### config.mk
export PLATFORM = sky130hd
export DESIGN_NAME = md4_iter_core
export DESIGN_NICKNAME = d
export VERILOG_FILES = /design/src/rtl/md4_iter_core.sv
export SDC_FILE = /design/constraint.sdc
export NUM_CORES = 2
export LEC_CHECK = 0
export CAP_MARGIN = 20
export CORE_ASPECT_RATIO = 1.75
export CORE_MARGIN = 4
export CORE_UTILIZATION = 25
export DETAILED_ROUTE_END_ITERATION = 8
export PLACE_DENSITY = 0.47
export SYNTH_ARGS = -nofsm -noshare
export SYNTH_HDL_FRONTEND = slang
export SYNTH_SLANG_ARGS = --single-unit
### constraint.sdc
create_clock -name clk -period 8.9 [get_ports clk]
set_clock_uncertainty 0.2 [all_clocks]
set_input_delay 1.78 -clock clk [delete_from_list [all_inputs] [get_ports clk]]
set_output_delay 1.78 -clock clk [all_outputs]
set_load 0.02 [all_outputs]
### src/rtl/md4_iter_core.sv
// rtl/md4_iter_core.sv - iterative MD4 compression core, one round step per clock
module md4_iter_core (
  input  logic         clk,
  input  logic         rst_n,
  input  logic         start,
  input  logic         init,
  input  logic [511:0] block,
  output logic         ready,
  output logic         busy,
  output logic         done,
  output logic [127:0] digest
);

  localparam logic [31:0] IV_A = 32'h67452301;
  localparam logic [31:0] IV_B = 32'hefcdab89;
  localparam logic [31:0] IV_C = 32'h98badcfe;
  localparam logic [31:0] IV_D = 32'h10325476;
  localparam logic [127:0] IV_DIGEST = {IV_D, IV_C, IV_B, IV_A};

  localparam logic [31:0] K_R1 = 32'h00000000;
  localparam logic [31:0] K_R2 = 32'h5a827999;
  localparam logic [31:0] K_R3 = 32'h6ed9eba1;

  localparam logic [5:0] LAST_STEP = 6'd47;

  typedef enum logic [1:0] {
    ST_IDLE,
    ST_RUN,
    ST_FINISH
  } state_t;

  state_t        state;
  logic [5:0]    step;
  logic [511:0]  msg;
  // Working registers; a is always the target of the current step and the
  // set rotates by one position per step, so after 48 steps (a multiple of
  // four) every register is back in its original slot.
  logic [31:0]   wa, wb, wc, wd;
  // Seed captured at accept, added back in during FINISH.
  logic [127:0]  seed;

  logic [1:0]    round;
  logic [3:0]    pos;
  logic [31:0]   fn_val;
  logic [31:0]   k_const;
  logic [3:0]    x_idx;
  logic [4:0]    shamt;
  logic [31:0]   x_word;
  logic [31:0]   step_sum;
  logic [31:0]   step_rot;

  assign round = step[5:4];
  assign pos   = step[3:0];

  // Per-step boolean function, round constant, message word index and shift.
  always_comb begin
    fn_val  = 32'd0;
    k_const = 32'd0;
    x_idx   = 4'd0;
    shamt   = 5'd3;
    case (round)
      2'd0: begin
        fn_val  = (wb & wc) | (~wb & wd);
        k_const = K_R1;
        x_idx   = pos;
        case (pos[1:0])
          2'd0:    shamt = 5'd3;
          2'd1:    shamt = 5'd7;
          2'd2:    shamt = 5'd11;
          default: shamt = 5'd19;
        endcase
      end
      2'd1: begin
        fn_val  = (wb & wc) | (wb & wd) | (wc & wd);
        k_const = K_R2;
        x_idx   = {pos[1:0], pos[3:2]};
        case (pos[1:0])
          2'd0:    shamt = 5'd3;
          2'd1:    shamt = 5'd5;
          2'd2:    shamt = 5'd9;
          default: shamt = 5'd13;
        endcase
      end
      default: begin
        fn_val  = wb ^ wc ^ wd;
        k_const = K_R3;
        x_idx   = {pos[0], pos[1], pos[2], pos[3]};
        case (pos[1:0])
          2'd0:    shamt = 5'd3;
          2'd1:    shamt = 5'd9;
          2'd2:    shamt = 5'd11;
          default: shamt = 5'd15;
        endcase
      end
    endcase
  end

  // Shared adder and rotator; shamt is never zero, so (0 - shamt) mod 32
  // is the complementary right-shift amount.
  always_comb begin
    x_word   = msg[{x_idx, 5'd0} +: 32];
    step_sum = wa + fn_val + x_word + k_const;
    step_rot = (step_sum << shamt) | (step_sum >> (5'd0 - shamt));
  end

  // Control FSM, working-register rotation and chaining-value commit.
  always_ff @(posedge clk) begin
    if (!rst_n) begin
      state  <= ST_IDLE;
      step   <= 6'd0;
      msg    <= '0;
      wa     <= 32'd0;
      wb     <= 32'd0;
      wc     <= 32'd0;
      wd     <= 32'd0;
      seed   <= '0;
      digest <= IV_DIGEST;
      ready  <= 1'b1;
      busy   <= 1'b0;
      done   <= 1'b0;
    end else begin
      done <= 1'b0;
      case (state)
        ST_IDLE: begin
          if (start) begin
            msg   <= block;
            step  <= 6'd0;
            ready <= 1'b0;
            busy  <= 1'b1;
            state <= ST_RUN;
            if (init) begin
              wa   <= IV_A;
              wb   <= IV_B;
              wc   <= IV_C;
              wd   <= IV_D;
              seed <= IV_DIGEST;
            end else begin
              wa   <= digest[31:0];
              wb   <= digest[63:32];
              wc   <= digest[95:64];
              wd   <= digest[127:96];
              seed <= digest;
            end
          end
        end
        ST_RUN: begin
          wa   <= wd;
          wb   <= step_rot;
          wc   <= wb;
          wd   <= wc;
          step <= step + 6'd1;
          if (step == LAST_STEP) begin
            state <= ST_FINISH;
          end
        end
        ST_FINISH: begin
          digest <= {wd + seed[127:96], wc + seed[95:64],
                     wb + seed[63:32],  wa + seed[31:0]};
          done   <= 1'b1;
          ready  <= 1'b1;
          busy   <= 1'b0;
          state  <= ST_IDLE;
        end
        default: begin
          state <= ST_IDLE;
          ready <= 1'b1;
          busy  <= 1'b0;
        end
      endcase
    end
  end

endmodule

==> results.md <==
- Largest net degree at the start of global routing: 203
- Post-CTS sizing: 0
- Total gr overflow: 0
- Top Ports: 647
- Post-Syn Area: 48410 µm²
- Clock buffer depth: 3
- DR vias: 45.28k
- Number of flops mapped to enable cells by yosys: 0
- Reg power frac: 41.8%
- Final Util: 31.52%
- CP endpoint: wb[8]
- # DRC: 0
- Final WS setup: 1.042 ns
- Peak VDD IR: 0.1418 mV
- Post-DP HPWL: 170.8 mm
- Clock sink total: 907
- Syn avg cell area: 8.137 µm²
- Die Wd: 340.6 µm
- CTS tree: built
- Final Hold Fails: 0
- FF-to-FF path depth: 20
- Placed Area: 57330 µm²
- Initial core utilization: 25.16%
- FF-to-FF Start: step[1]
- PwrDens: 177.9 nW/µm²
- Setup tns final: 0 ns
- Syn_nets: 6723
- Hold WC Path Type: reg2reg
- Final GP Congestion: 0.9020
- Cell Rows: 213
- Sw Ratio: 30.53%
- Critical Path RT: 9.29 ns
- Flop-to-flop setup slack: 1.04 ns
- Internal: 7.494 mW
- CORE AREA: 192400 µm²
- Final min period: 7.858 ns
- ANT nets after route: 0
- Final instance area: 60650 µm²
- Setup Fix Bufs, Post-CTS: 0
- WL per Instance: 24.64 µm
- Crit start category: flop
- Max-cap violation count: 0
- FF-to-FF End: wb[8]
- Max Freq: 127.3 MHz
- Final Routed Wirelength: 222.1 mm
- Final setup fails: 0
- H-tree depth: 3
- Relative slew slack: 26.95%
- I/O Buffers: 646
- Most frequent cells in the layout: 1517 x nand2_1, 911 x a21oi_1, 905 x dfxtp_1, 644 x clkdlybuf4s50_1, 293 x nor2_1
- Clk pwr share: 39.9%
- Initial antenna violation count: 20
- Vias per inst: 5.023
- Crit path arrival time: 8.25 ns
- Top_reg_cell synth: dfxtp_1
- Worst Setup Path Type: reg2reg
- First-pass GRT wire length: 317.3 mm
- Total track usage: 21.21%
- Net switching power: 3.293 mW
- Period Utilization, post-route: 88.29%
- Clock slew at reported path FFs: 0.06 ns
- Die span in y: 590.1 µm
- Clock root buffer: clkbuf_16
- Dpl ws: 1.051 ns
- CP Max Fanout: 16
- Layout Nets: 7126
- YS warnings: 0
- Full die area: 201000 µm²
- Starting DRC count in detailed routing: 3110
- Crit. End Element: flop
- RSZ-0062 raised after global routing: no
- Slew Limit Fails: 0
- P_leak: 23.26 nW
- FFs w/ async S/R, synth: 0%
- Post-synth cell types: 89
- Most common cell after layout, fill and taps aside: nand2_1
- CTS Hold Buffers Added: 0
- Critical Path Start: step[1]
- Layout cells sized above 1: 6.939%
- Register area share after synthesis: 37.51%
- Area grow syn2layout: 25.29%
- Post-Syn Instances: 5949
- Initial DRT Pass Iterations: 5
- Status: finished clean
- Slew of the pin with the lowest slew margin: 1.084 ns
- Seq cells post-synth: 907
- Cts bufs inserted: 95
- Logic pwr share: 18.2%
- Clk Latency, worst-skew pair: 0.75 ns
- Vias in the first global route: 45.57k
==> routing by layer <==
layer  track usage [%]  share of wire [%]
met5                 0              0.067
met4             11.37                6.1
met3             3.407                4.8
met2             38.59                 51
met1             23.57                 38
==> worst min-delay path by stage <==
stage,to,cells after the start,slack (ns),start
after floorplan,msg[192],2,0.23,msg[192]
after global placement,msg[276],2,0.24,msg[276]
after detailed placement,msg[456],2,0.24,msg[456]
after CTS,msg[456],2,0.25,msg[456]
after global routing,msg[277],2,0.26,msg[277]
final,msg[275],2,0.25,msg[275]
==> cell usage after synthesis (60+ instances only) <==
cell | count | area (µm²)
a21o_1 | 64 | 480.5
a21oi_1 | 912 | 4564
a22oi_1 | 123 | 923.4
a31oi_1 | 62 | 387.9
clkbuf_1 | 373 | 1400
dfxtp_1 | 907 | 18160
fa_1 | 91 | 1822
ha_1 | 167 | 2090
inv_1 | 113 | 424.2
mux2i_1 | 101 | 1011
mux4_2 | 126 | 2838
nand2_1 | 1517 | 5694
nand3_1 | 90 | 450.4
nor2_1 | 296 | 1111
o211ai_1 | 61 | 457.9
o21ai_0 | 206 | 1031
xnor2_1 | 60 | 525.5
==> stage by stage <==
step | std cells | hold WS, ns | total power [mW]
2_1_floorplan | 5949 | 0.2331 | 5.644
3_3_place_gp | 8834 | 0.2385 | 6.557
3_5_place_dp | 8835 | 0.2443 | 6.571
4_1_cts | 9007 | 0.2533 | 10.91
5_1_grt | 9011 | 0.2645 | 11.22
6_report | 9013 | 0.2508 | 10.79
==> worst max-delay path: stages, from the launching register on <==
cell	delay, ns
dfxtp_1	0.49
inv_1	0.15
o21a_1	0.24
o21ai_4	0.70
buf_4	0.34
buf_4	0.27
mux4_2	0.41
a211oi_1	0.87
a21oi_1	0.15
fa_1	0.47
ha_1	0.53
nand2_1	0.17
nor2_1	0.26
and3_1	0.21
a31oi_1	0.29
or4_1	0.56
a21o_1	0.23
o21bai_1	0.20
nor4b_1	0.23
or4b_1	0.50
a41o_1	0.22
==> kinds of logic (layout without fill, tap and decap cells) <==
family          count (synthesis)  after routing  share of synthesized area, %
xor+xnor                      106            106                         1.918
compound gates               1728           1728                         21.37
fa+ha+maj                     258            258                         8.080
other cells                     0              6                             0
buf+inv                       539           1017                         4.218
mux                           251            251                         8.540
simple gates                 2160           2160                         18.36
flops                         907            907                         37.51
==> cell type report <==
type,count,area (µm²)
clock buffer,127,2658
multi-input combinational,4503,28300
timing repair buffer,730,7193
clock inverter,45,651.9
inverter,115,439.2
antenna,6,15.01
tap,2580,3228
fill,20746,131800
sequential,907,18160
==> power groups by stage <==
stage	sequential, mW	combinational, mW	clock (mW)
2_1_floorplan	4.47	1.18	0
3_3_place_gp	4.60	1.96	0
3_5_place_dp	4.61	1.97	0
4_1_cts	4.51	1.98	4.42
5_1_grt	4.53	2.14	4.55
6_report	4.51	1.96	4.31
==> flip-flops by register name, indices dropped and copies added (netlist names) <==
signal / flops
busy: 1
digest: 128
state: 2
wc: 32
wb: 32
ready: 1
wa: 32
seed: 128
msg: 512
step: 6
wd: 32
done: 1
(Power assumes the default switching activity.)
